`config.mk`:
```
export PLATFORM = sky130hd
export DESIGN_NAME = mips_bus_stall_shim
export DESIGN_NICKNAME = d
export VERILOG_FILES = /design/src/rtl/bus_shim_pkg.sv /design/src/rtl/bus_shim_lfsr.sv /design/src/rtl/mips_bus_stall_shim.sv
export SDC_FILE = /design/constraint.sdc
export NUM_CORES = 1
export LEC_CHECK = 0
export BUFFER_PORTS_ARGS = -buffer_cell sky130_fd_sc_hd__buf_2
export CAP_MARGIN = 40
export CORE_UTILIZATION = 30
export DETAILED_ROUTE_END_ITERATION = 10
export PLACE_DENSITY = 0.51
export SKIP_CTS_REPAIR_TIMING = 1
export SLEW_MARGIN = 10
export SYNTH_ARGS = -nofsm -noshare
export SYNTH_HDL_FRONTEND = slang
export SYNTH_SLANG_ARGS = --single-unit
```
`constraint.sdc`:
```
create_clock -name clk -period 2.7 [get_ports clk]
set_clock_uncertainty 0.2 [all_clocks]
set_input_delay 0.405 -clock clk [delete_from_list [all_inputs] [get_ports clk]]
set_output_delay 0.405 -clock clk [all_outputs]
set_load 0.005 [all_outputs]
```
`src/rtl/bus_shim_pkg.sv`:
```
// Shared types and constants for the MIPS bus stall shim: FSM states, stall
// modes, monitor error codes and the LFSR step function.
package bus_shim_pkg;

  typedef enum logic [1:0] {
    ST_IDLE  = 2'd0,
    ST_STALL = 2'd1,
    ST_FWD   = 2'd2
  } state_e;

  localparam int MODE_FIXED  = 0;
  localparam int MODE_FIRST  = 1;
  localparam int MODE_RANDOM = 2;

  localparam logic [1:0] ERR_NONE    = 2'b00;
  localparam logic [1:0] ERR_RW_BOTH = 2'b01;
  localparam logic [1:0] ERR_CHANGED = 2'b10;
  localparam logic [1:0] ERR_BE_ZERO = 2'b11;

  // Taps 16,14,13,11 of a right-shifting Fibonacci LFSR map to state bits 0,2,3,5.
  localparam logic [15:0] LFSR_TAPS = 16'h002D;

  function automatic logic [15:0] lfsr_next(input logic [15:0] s);
    return {^(s & LFSR_TAPS), s[15:1]};
  endfunction

endpackage

```
`src/rtl/bus_shim_lfsr.sv`:
```
// 16-bit Fibonacci LFSR that steps once per advance strobe; drives the
// pseudo-random stall length of the shim.
module bus_shim_lfsr
  import bus_shim_pkg::*;
#(
  parameter logic [15:0] SEED = 16'hACE1
) (
  input  logic        clk,
  input  logic        reset,
  input  logic        i_advance,
  output logic [15:0] o_state
);

  logic [15:0] r_state;

  // NOTE: sequential state uses non-blocking assignments only, so every
  // register samples the pre-edge value of every other register.
  always_ff @(posedge clk or negedge reset) begin
    if (!reset) begin
      r_state <= SEED;
    end else if (i_advance) begin
      r_state <= lfsr_next(r_state);
    end
  end

  assign o_state = r_state;

endmodule

```
`src/rtl/mips_bus_stall_shim.sv`:
```
// Avalon-style wait-state injector between the mips_cpu_bus master and a memory
// slave, with a master-side handshake monitor and saturating statistics.
module mips_bus_stall_shim
  import bus_shim_pkg::*;
#(
  parameter int          ADDR_W    = 32,
  parameter int          DATA_W    = 32,
  parameter int          MODE      = 0,
  parameter int          RD_WAIT   = 1,
  parameter int          WR_WAIT   = 3,
  parameter int          MAX_WAIT  = 3,
  parameter logic [15:0] LFSR_SEED = 16'hACE1
) (
  input  logic                clk,
  input  logic                reset,
  input  logic [ADDR_W-1:0]   m_address,
  input  logic                m_read,
  input  logic                m_write,
  input  logic [DATA_W-1:0]   m_writedata,
  input  logic [DATA_W/8-1:0] m_byteenable,
  output logic                m_waitrequest,
  output logic [DATA_W-1:0]   m_readdata,
  output logic [ADDR_W-1:0]   s_address,
  output logic                s_read,
  output logic                s_write,
  output logic [DATA_W-1:0]   s_writedata,
  output logic [DATA_W/8-1:0] s_byteenable,
  input  logic                s_waitrequest,
  input  logic [DATA_W-1:0]   s_readdata,
  output logic [15:0]         rd_count,
  output logic [15:0]         wr_count,
  output logic [31:0]         stall_count,
  output logic                proto_err,
  output logic [1:0]          err_code
);

  localparam int BE_W = DATA_W / 8;

  state_e            r_state;
  logic [15:0]       r_cnt;
  logic              r_op_wr;
  logic [ADDR_W-1:0] r_addr;
  logic [DATA_W-1:0] r_wdata;
  logic [BE_W-1:0]   r_be;
  logic              r_first_rd;
  logic              r_first_wr;
  logic [15:0]       r_rd_count;
  logic [15:0]       r_wr_count;
  logic [31:0]       r_stall_count;
  logic              r_proto_err;
  logic [1:0]        r_err_code;

  logic        w_accept;
  logic [15:0] w_lfsr;
  logic [15:0] w_n;
  logic        w_fwd_now;
  logic        w_done;
  logic        w_inject;
  logic        w_mismatch;
  logic        w_err_set;
  logic [1:0]  w_err_code;

  assign w_accept = (r_state == ST_IDLE) && (m_read ^ m_write);

  bus_shim_lfsr #(.SEED(LFSR_SEED)) u_lfsr (
    .clk       (clk),
    .reset     (reset),
    .i_advance (w_accept),
    .o_state   (w_lfsr)
  );

  // NOTE: every always_comb output gets a default first so no path can infer a latch.
  always_comb begin
    w_n = '0;
    case (MODE)
      MODE_FIXED:  w_n = m_read ? 16'(RD_WAIT) : 16'(WR_WAIT);
      MODE_FIRST:  w_n = m_read ? (r_first_rd ? 16'(RD_WAIT) : 16'd0)
                                : (r_first_wr ? 16'(WR_WAIT) : 16'd0);
      MODE_RANDOM: w_n = 16'(32'(w_lfsr[7:0]) % 32'(MAX_WAIT + 1));
      default:     w_n = '0;
    endcase
  end

  // A zero-stall request is forwarded in its acceptance cycle, exactly as FWD would.
  assign w_fwd_now = w_accept && (w_n == 16'd0);
  assign w_done    = (w_fwd_now || (r_state == ST_FWD)) && !s_waitrequest;
  assign w_inject  = (w_accept && (w_n != 16'd0)) || (r_state == ST_STALL);

  always_comb begin
    m_waitrequest = w_inject;
    m_readdata    = '0;
    s_address     = '0;
    s_read        = 1'b0;
    s_write       = 1'b0;
    s_writedata   = '0;
    s_byteenable  = '0;
    if (r_state == ST_FWD) begin
      s_address     = r_addr;
      s_read        = !r_op_wr;
      s_write       = r_op_wr;
      s_writedata   = r_wdata;
      s_byteenable  = r_be;
      m_waitrequest = s_waitrequest;
      m_readdata    = s_readdata;
    end else if (w_fwd_now) begin
      s_address     = m_address;
      s_read        = m_read;
      s_write       = m_write;
      s_writedata   = m_writedata;
      s_byteenable  = m_byteenable;
      m_waitrequest = s_waitrequest;
      m_readdata    = s_readdata;
    end
  end

  // The master must hold its request unchanged until waitrequest drops.
  assign w_mismatch = (m_address != r_addr) || (m_byteenable != r_be) ||
                      (r_op_wr ? (!m_write || m_read || (m_writedata != r_wdata))
                               : (!m_read || m_write));

  always_comb begin
    w_err_set  = 1'b0;
    w_err_code = ERR_NONE;
    if (r_state == ST_IDLE) begin
      if (m_read && m_write) begin
        w_err_set  = 1'b1;
        w_err_code = ERR_RW_BOTH;
      end else if (m_write && (m_byteenable == '0)) begin
        w_err_set  = 1'b1;
        w_err_code = ERR_BE_ZERO;
      end
    end else if (w_mismatch) begin
      w_err_set  = 1'b1;
      w_err_code = ERR_CHANGED;
    end
  end

  always_ff @(posedge clk or negedge reset) begin
    if (!reset) begin
      r_state       <= ST_IDLE;
      r_cnt         <= '0;
      r_op_wr       <= 1'b0;
      // NOTE: the request latch is reset too, so slave outputs never carry X.
      r_addr        <= '0;
      r_wdata       <= '0;
      r_be          <= '0;
      r_first_rd    <= 1'b1;
      r_first_wr    <= 1'b1;
      r_rd_count    <= '0;
      r_wr_count    <= '0;
      r_stall_count <= '0;
      r_proto_err   <= 1'b0;
      r_err_code    <= ERR_NONE;
    end else begin
      if (w_done && !r_op_wr && (r_state == ST_FWD || m_read) && r_rd_count != '1)
        r_rd_count <= r_rd_count + 16'd1;
      if (w_done && (r_state == ST_FWD ? r_op_wr : m_write) && r_wr_count != '1)
        r_wr_count <= r_wr_count + 16'd1;
      if (w_inject && r_stall_count != '1)
        r_stall_count <= r_stall_count + 32'd1;
      if (w_err_set && !r_proto_err) begin
        r_proto_err <= 1'b1;
        r_err_code  <= w_err_code;
      end

      case (r_state)
        ST_IDLE: if (w_accept) begin
          r_op_wr <= m_write;
          r_addr  <= m_address;
          r_wdata <= m_writedata;
          r_be    <= m_byteenable;
          if (m_read) r_first_rd <= 1'b0;
          else        r_first_wr <= 1'b0;
          if (w_n == 16'd0) begin
            r_state <= s_waitrequest ? ST_FWD : ST_IDLE;
          end else begin
            r_cnt   <= w_n - 16'd1;
            r_state <= (w_n > 16'd1) ? ST_STALL : ST_FWD;
          end
        end
        ST_STALL: begin
          if (r_cnt == 16'd1) r_state <= ST_FWD;
          else                r_cnt   <= r_cnt - 16'd1;
        end
        ST_FWD: if (!s_waitrequest) r_state <= ST_IDLE;
        default: r_state <= ST_IDLE;
      endcase
    end
  end

  assign rd_count    = r_rd_count;
  assign wr_count    = r_wr_count;
  assign stall_count = r_stall_count;
  assign proto_err   = r_proto_err;
  assign err_code    = r_err_code;

endmodule
```
==> impl_metrics.json, run 1 <==
{
  "status": "finished with violations",
  "violations": "hold timing",
  "maxSlewHeadroom_pct": 58.0,
  "dieArea_sq_um": 28200,
  "regArea_sq_um": 3850,
  "gr-total-overflow": 0,
  "slew_viol_final": 0,
  "final_hold_viol_count": 3,
  "rows": 60,
  "hold_ws_ns": -0.00591,
  "synthTopCellsByCount": "nand2_1, dfrtp_1, and2_1",
  "grt-busiest-layer": "met2",
  "async_reset_ff_share_pct": 100,
  "dpl.cell_count": 1513,
  "clk_pin_slew_ns": 0.07,
  "io_pins": 275,
  "initial_utilization_pct": 30.6,
  "min_path_type": "input pin to flip-flop",
  "dpl_cell_area_sq_um": 10200,
  "syn_nets": 1019,
  "die_y_um": 168,
  "rsz0062_at_grt": "false",
  "final_core_util_pct": 41.0,
  "clk_latency_ns": 0.42,
  "clock_sinks": 154,
  "antenna_left": 0,
  "synth-edff-count": 0,
  "cts_max_path_buffers": 2,
  "met3_usage_pct": 4.70,
  "syn_area_sq_um": 8260,
  "final_nets": 1328,
  "viasPerCell": 4.65,
  "cap_violations": 0,
  "p_leak_nw": 5.87,
  "stdcell_count": 1568,
  "synth.area.top_cells": "dfrtp_1, nand2_1, xor2_1, and2_1, xnor2_1",
  "dp_hpwl_um": 16600,
  "wl_um": 23200,
  "core_sq_um": 27000,
  "postLayoutCellArea_sq_um": 11000,
  "drc": 0,
  "cts_htree_levels": 4,
  "portBuffers": 274,
  "crit_arrival_ns": 1.93,
  "power_density_nw_per_um2": 897,
  "grt_max_degree": 77,
  "fmax_ghz": 0.395,
  "ys_warn_count": 0,
  "vias": 7295,
  "grt_pass1_vias": 7128,
  "syn_area_per_cell_sq_um": 9.11,
  "nFillCells": 2746,
  "ys_types": 53,
  "synth-seq-cells": 154,
  "syn2layout_area_growth_pct": 33.7,
  "worstPathRequired_ns": 2.10,
  "use_met1_pct": 22.1,
  "setup_tns_ns": 0,
  "worstMarginPinSlew_ns": 0.626,
  "drt_iter0_drc": 396,
  "critPathLaunchType": "flip-flop",
  "place_congestion": 0.783,
  "setup_violations": 0,
  "firstDrtPassIters": 4,
  "synth_seq_area_share_pct": 46.7,
  "multi_input_area_sq_um": 4250,
  "synth_top_area_share_pct": 46.7,
  "synth-main-ff-cell": "dfrtp_1",
  "vdd.ir_drop.worst_mv": 0.546,
  "cp_max_fo": 76,
  "cts_tree": "yes",
  "synth_most_common_cell": "nand2_1",
  "drive_gt1_share_pct": 28.1,
  "antenna_found_initial": 1,
  "fin_crit_sh_pct": 93.8,
  "die_w_um": 168,
  "critical_path_class": "flip-flop to output pin",
  "drt-wirelength-per-cell_um": 14.8,
  "grt_pass1_wl_um": 37400,
  "p_total_w": 0.00991,
  "cts_root_buf": "clkbuf_16",
  "cts_buffers": 17,
  "endpoint_kind": "output pin",
  "synthCells": 906,
  "yosys.area.top_type": "dfrtp_1",
  "post-route-min-period_ns": 2.53,
  "use_met2_pct": 27.1,
  "grt_usage_pct": 16.8
}
## flip-flops by register name, indices dropped and copies added (netlist names)
name and cells:
rd_count 16, err_code 2, wr_count 16, stall_count 32, r_be 4, r_addr 32, proto_err 1, r_state 2
r_wdata 32, r_cnt 16, r_op_wr 1
## worst max-delay path, stage by stage (launching register included)
cell	delay (ns)
dfrtp_1	0.58
nor2b_4	0.26
buf_12	0.24
and2_1	0.23
buf_2	0.14
## through the flow
step,setup WS (ns),hold WS [ns]
global route,0.00496,0.00145
global placement,0.233,0.183
CTS,0.136,-0.289
floorplan,0.306,-0.0906
finish,0.166,-0.00591
detailed placement,0.208,0.176
## placed cells by master (no fill, tap or decap), drive strengths merged, types with 6 or more instances in the layout
cell,count
dfrtp,154
nand4,21
and3,10
inv,11
nor3,28
nor4,27
nor2,27
ha,8
nand3,27
nand2,240
clkbuf,19
and4,7
o21ai,6
a21oi,7
dlygate4sd3,24
o21a,7
and2,105
buf,298
or3,6
xor2,98
xnor2,34
## cells by family after synthesis
logic type / after synthesis / share of synthesized area (%)
compound gates: 44 / 3.96
xor+xnor: 132 / 14.0
fa+ha+maj: 8 / 1.21
buf+inv: 43 / 2.03
flops: 154 / 46.7
mux: 7 / 0.924
simple gates: 518 / 31.2
## power by group
| group | leakage, nW | switching [W] | internal (W) |
|---|---|---|---|
| Combinational | 3.62 | 0.00194 | 0.00168 |
| Clock | 0.285 | 0.00101 | 0.00154 |
| Sequential | 1.97 | 0.000727 | 0.00301 |
## cell type report
cell class                 instances  share of cell area [%]
sequential                       154                    34.9
antenna                            1                  0.0227
tap                              341                    3.86
clock inverter                    11                    1.58
multi-input combinational        709                    38.5
timing repair buffer             322                    16.8
clock buffer                      19                    3.92
inverter                          11                   0.374
## layer usage
layer,wire (um),up-vias,part of all wire [%]
li1,-,3629,-
met1,10900,3443,47
met2,10700,207,46
met3,1390,16,6.0
met4,223,0,0.96
met5,0,-,0
## path summary, 6_finish.rpt
path                                  from               to  slack [ns]  depth (start not counted)
min in group asynchronous            reset      wr_count[2]        0.27                          2
min                        m_writedata[14]      r_wdata[14]      -0.006                          3
max reg2reg                       r_cnt[6]         r_cnt[1]        0.21                          5
max in group asynchronous            reset          r_be[2]        1.33                          3
max                             r_state[1]  s_byteenable[2]        0.17                          4
min reg2reg                   wr_count[15]     wr_count[15]        0.29                          1
Power figures use the tool's default switching activity.
==> run 2: changes to the inputs <==
--- a/config.mk
+++ b/config.mk
@@ -9,9 +9,9 @@
 export CAP_MARGIN = 40
 export CORE_UTILIZATION = 30
 export DETAILED_ROUTE_END_ITERATION = 10
+export MAX_ROUTING_LAYER = met4
 export PLACE_DENSITY = 0.51
 export SKIP_CTS_REPAIR_TIMING = 1
-export SLEW_MARGIN = 10
 export SYNTH_ARGS = -nofsm -noshare
 export SYNTH_HDL_FRONTEND = slang
 export SYNTH_SLANG_ARGS = --single-unit
==> run 2 against run 1 <==
The flow still finishes with violations (hold timing). Sequential share of layout area up 0.063 points. Clock power about the same. Via count down 0.15%. Non-clock buffer count down 2. Routed wire length about the same. Global-route usage up 0.49 points. Total power about the same. First-iteration DRC count up 12%. Critical path type unchanged. Critical endpoint is now m_waitrequest. Largest power group unchanged.
==> impl_metrics.json, run 2 (synthesized netlist as in run 1, its figures left out) <==
{
  "cts_buffers": 17,
  "portBuffers": 274,
  "p_comb_share_pct": 36.6,
  "stdcell_count": 1566,
  "status": "finished with violations",
  "critical_path.top_delay_family": "flip-flops",
  "power_density_nw_per_um2": 899,
  "clk_latency_ns": 0.42,
  "antenna_found_initial": 1,
  "critPathBufInv": 2,
  "grt_pass1_vias": 7136,
  "rows": 60,
  "place_congestion": 0.794,
  "initial_utilization_pct": 30.6,
  "min_path_type": "input pin to flip-flop",
  "vias": 7284,
  "rsz0062_at_grt": "false",
  "final_hold_viol_count": 3,
  "violations": "hold timing",
  "core_sq_um": 27000,
  "worstPathRequired_ns": 2.10,
  "vdd.ir_drop.worst_mv": 0.546,
  "fin_crit_sh_pct": 93.2,
  "final_core_util_pct": 40.9,
  "switchingPower_w": 0.00367,
  "wl_met1_um": 11000,
  "p_total_w": 0.00990,
  "syn2layout_area_growth_pct": 33.5,
  "clock_sinks": 154,
  "endpoint_kind": "output pin",
  "die_y_um": 168,
  "clk_pin_slew_ns": 0.07,
  "slew_viol_final": 0,
  "highest_layer": "met4",
  "crit_arrival_ns": 1.91,
  "drt_iter0_drc": 442,
  "fmax_ghz": 0.397,
  "wl_met2_um": 10700,
  "internal-power_w": 0.00623,
  "grt_usage_pct": 17.3,
  "io_pins": 275,
  "slowest_delay_ns": 0.59,
  "critPathLaunchType": "flip-flop",
  "mostFrequentLayoutCell": "buf_2",
  "p_clk_share_pct": 25.6,
  "crit_top_cell": "nand2_1",
  "wl_um": 23200,
  "final.setup.worst_slack_ns": 0.183,
  "cts_root_buf": "clkbuf_16",
  "cts_tree": "yes",
  "grt_max_degree": 77,
  "hold_ws_ns": -0.00284,
  "cts_htree_levels": 4,
  "p_leak_nw": 5.87,
  "cts_max_path_buffers": 2,
  "die_w_um": 168,
  "cap_violations": 0,
  "final_nets": 1326,
  "seqPwrFrac_pct": 37.7,
  "setup_tns_ns": 0,
  "wl_met3_um": 1280,
  "final_cell_mix": "buf_2, nand2_1, dfrtp_1",
  "pre_cts_slack_ns": 0.208,
  "drive_gt1_share_pct": 28.1,
  "antenna_left": 0,
  "worstMarginPinSlew_ns": 0.627,
  "p_sw_share_pct": 37.1,
  "firstDrtPassIters": 4,
  "maxSlewHeadroom_pct": 58.0,
  "post-route-min-period_ns": 2.52,
  "dp_hpwl_um": 16600,
  "gr-total-overflow": 0,
  "viasPerCell": 4.65,
  "drt-wirelength-per-cell_um": 14.8,
  "path_cells": "nor2b_4, buf_4, nand2_1, nand2_1, buf_2",
  "dieArea_sq_um": 28200,
  "nFillCells": 2749,
  "cp_slowest_cell": "dfrtp_1",
  "critical_path_class": "flip-flop to output pin",
  "cp_max_fo": 26,
  "setup_violations": 0,
  "drc": 0,
  "grt_pass1_wl_um": 37400,
  "dpl.cell_count": 1513
}
## run 2: cell types whose count changed in the layout (fill, tap and decap cells not counted)
cell | before | now
dlygate4sd3_1 | 24 | 22
## run 2: through the flow
stage | hold slack (ns) | instance area [sq um]
2_1_floorplan | -0.0906 | 8260
5_1_grt | 0.00139 | 11000
4_1_cts | -0.289 | 10800
6_report | -0.00284 | 11000
3_3_place_gp | 0.183 | 10200
3_5_place_dp | 0.176 | 10200
## run 2: power by group through the flow
| stage | clock (W) | combinational, W | sequential (W) |
|---|---|---|---|
| after floorplan | 0 | 0.00227 | 0.00358 |
| after global placement | 0 | 0.00363 | 0.00375 |
| after detailed placement | 0 | 0.00367 | 0.00376 |
| after CTS | 0.00262 | 0.00369 | 0.00373 |
| after global routing | 0.00272 | 0.00412 | 0.00386 |
| final | 0.00254 | 0.00363 | 0.00374 |
## run 2: path summary, 6_finish.rpt
path	slack [ns]	start	to	cells past startpoint
worst max-delay path	0.18	r_state[1]	m_waitrequest	5
worst max register to register	0.21	r_cnt[6]	r_cnt[1]	5
max in group asynchronous	1.33	reset	r_be[2]	3
min in group asynchronous	0.28	reset	wr_count[2]	2
worst min-delay path	-0.003	m_address[3]	r_addr[3]	3
worst min register to register	0.29	wr_count[15]	wr_count[15]	1
## run 2: worst register-to-register path, delay by kind of cell (launching register included)
family / cells / cell delay, ns
AND/OR/NAND/NOR: 3 / 1.06
flip-flops: 1 / 0.40
multiplexers: 1 / 0.32
AO/OA/AOI/OAI: 1 / 0.39
## run 2: metal layers
layer | vias up | global-route usage [%]
met5 | - | -
met2 | 216 | 27.0
met3 | 17 | 4.30
li1 | 3624 | -
met1 | 3427 | 22.3
met4 | 0 | 4.03
## run 2: cell type report
cell class	instances	area, sq um	area share [%]
multi-input cells	709	4250	38.6
flip-flops and latches	154	3850	35.0
repair buffers	320	1840	16.7
clock buffers	19	433	3.93
well taps	341	427	3.87
clock inverters	11	174	1.58
inverters	11	41.3	0.375
diodes	1	2.50	0.0227
==> run 3: changes to the inputs <==
--- a/config.mk
+++ b/config.mk
@@ -10,7 +10,7 @@
 export CORE_UTILIZATION = 30
 export DETAILED_ROUTE_END_ITERATION = 10
 export MAX_ROUTING_LAYER = met4
-export PLACE_DENSITY = 0.51
+export PLACE_DENSITY = 0.53
 export SKIP_CTS_REPAIR_TIMING = 1
 export SYNTH_ARGS = -nofsm -noshare
 export SYNTH_HDL_FRONTEND = slang
==> constraint.sdc (replaced) <==
create_clock -name clk -period 2.3 [get_ports clk]
set_clock_uncertainty 0.2 [all_clocks]
set_input_delay 0.345 -clock clk [delete_from_list [all_inputs] [get_ports clk]]
set_output_delay 0.345 -clock clk [all_outputs]
set_load 0.005 [all_outputs]
==> run 3 against run 2 <==
The run ends with hold timing, setup timing left. Routed wire length increased by 7.8%. Final cell count increased by 5.6%. Global-route usage increased by 0.15 points. Die area unchanged. Flip-flop and latch count unchanged. Critical path depth unchanged. Total power increased by 24%. Highest routed layer unchanged.
==> impl_metrics.json, run 3 (synthesized netlist as in run 1, its figures left out) <==
{
  "hold_ws_ns": -0.0192,
  "rr_startpoint": "r_cnt[6]",
  "antennaDiodeCount": 0,
  "critical_path_class": "flip-flop to flip-flop",
  "setup_violations": 1,
  "final_cell_mix": "buf_2, nand2_1, dfrtp_1",
  "cp_max_fo": 4,
  "critPathLaunchType": "flip-flop",
  "die_w_um": 168,
  "fin_crit_sh_pct": 102,
  "worstMarginPinSlew_ns": 0.452,
  "io_pins": 275,
  "pre_cts_slack_ns": -0.160,
  "whs_path_depth": 3,
  "grt_usage_pct": 17.4,
  "firstDrtPassIters": 5,
  "gr-total-overflow": 0,
  "post-route-min-period_ns": 2.35,
  "final_nets": 1414,
  "drt_iter0_drc": 318,
  "clk_latency_ns": 0.42,
  "clock_sinks": 154,
  "initial_utilization_pct": 30.6,
  "antenna_found_initial": 0,
  "wl_um": 24900,
  "final_hold_viol_count": 1,
  "timing.rr.end": "r_cnt[1]",
  "endpoint_kind": "flip-flop",
  "drc": 0,
  "hp-start": "m_byteenable[2]",
  "power_density_nw_per_um2": 1030,
  "crit_start": "r_cnt[6]",
  "dp_hpwl_um": 17100,
  "rsz0062_at_grt": "true",
  "grt_pass1_wl_um": 37500,
  "core_sq_um": 27000,
  "worstPathRequired_ns": 2.39,
  "crit_arrival_ns": 2.44,
  "clk_pin_slew_ns": 0.06,
  "slew_viol_final": 0,
  "rrSetupSlack_ns": -0.05,
  "dieArea_sq_um": 28200,
  "hold-path-endpoint": "r_be[2]",
  "drive_gt1_share_pct": 30.4,
  "vdd.ir_drop.worst_mv": 0.471,
  "cts_tree": "yes",
  "final.setup.worst_slack_ns": -0.0459,
  "die_y_um": 168,
  "cts_root_buf": "clkbuf_16",
  "min_path_type": "input pin to flip-flop",
  "grt_pass1_vias": 7151,
  "cap_violations": 0,
  "vias": 7680,
  "cts_max_path_buffers": 2,
  "antenna_left": 0,
  "rows": 60,
  "syn2layout_area_growth_pct": 44.7,
  "cts_htree_levels": 4,
  "grt_max_degree": 102,
  "place_congestion": 0.795,
  "drt-wirelength-per-cell_um": 15.1,
  "violations": "hold timing, setup timing",
  "cts_buffers": 17,
  "maxSlewHeadroom_pct": 69.7,
  "p_leak_nw": 6.33,
  "viasPerCell": 4.65,
  "status": "finished with violations",
  "mostFrequentLayoutCell": "buf_2",
  "fmax_ghz": 0.426,
  "rr_worst_depth": 5,
  "portBuffers": 274
}
## run 3: routing by layer
| metal | GRT usage [%] | vias up | routed length [um] |
|---|---|---|---|
| met5 | - | - | 0 |
| met4 | 3.95 | 0 | 223 |
| met3 | 4.44 | 17 | 1210 |
| met2 | 28.0 | 217 | 12100 |
| met1 | 22.0 | 3654 | 11400 |
| li1 | - | 3792 | - |
## run 3: worst max-delay path by stage
stage,end,slack (ns),cells after the start
2_1_floorplan,r_cnt[1],-0.04,5
3_3_place_gp,stall_count[1],-0.11,9
3_5_place_dp,stall_count[16],-0.16,9
4_1_cts,m_readdata[14],-0.26,4
5_1_grt,r_cnt[1],-0.10,5
6_report,r_cnt[1],-0.05,5
## run 3: through the flow
stage / power [W] / util (%) / TNS [ns] / std cells / area [sq um]
CTS: 0.0120 / 41.1 / -17.10 / 1576 / 11100
detailed placement: 0.00894 / 38.8 / -1.29 / 1546 / 10500
floorplan: 0.00687 / - / -0.0384 / 906 / 8260
global route: 0.0132 / 44.3 / -0.416 / 1653 / 11900
finish: 0.0123 / 44.3 / -0.0459 / 1653 / 11900
global placement: 0.00886 / 38.8 / -0.462 / 1546 / 10500
## run 3: critical path, stage by stage, from the launching register on
cell and delay (ns):
dfrtp_1 0.39, or4_4 0.56, or3_4 0.37, o31a_4 0.32
nor2_4 0.10, mux2_4 0.30
## run 3: layout make-up
cell class	instances	area, sq um
repair buffers	408	2710
clock buffers	19	433
multi-input cells	709	4310
clock inverters	11	171
fillers	2644	15000
inverters	11	41.3
well taps	341	427
flip-flops and latches	154	3860
## run 3: power breakdown
| part | internal, W | switching [W] | leakage [nW] |
|---|---|---|---|
| Combinational | 0.00242 | 0.00253 | 4.08 |
| Sequential | 0.00354 | 0.000814 | 1.97 |
| Clock | 0.00181 | 0.00116 | 0.289 |
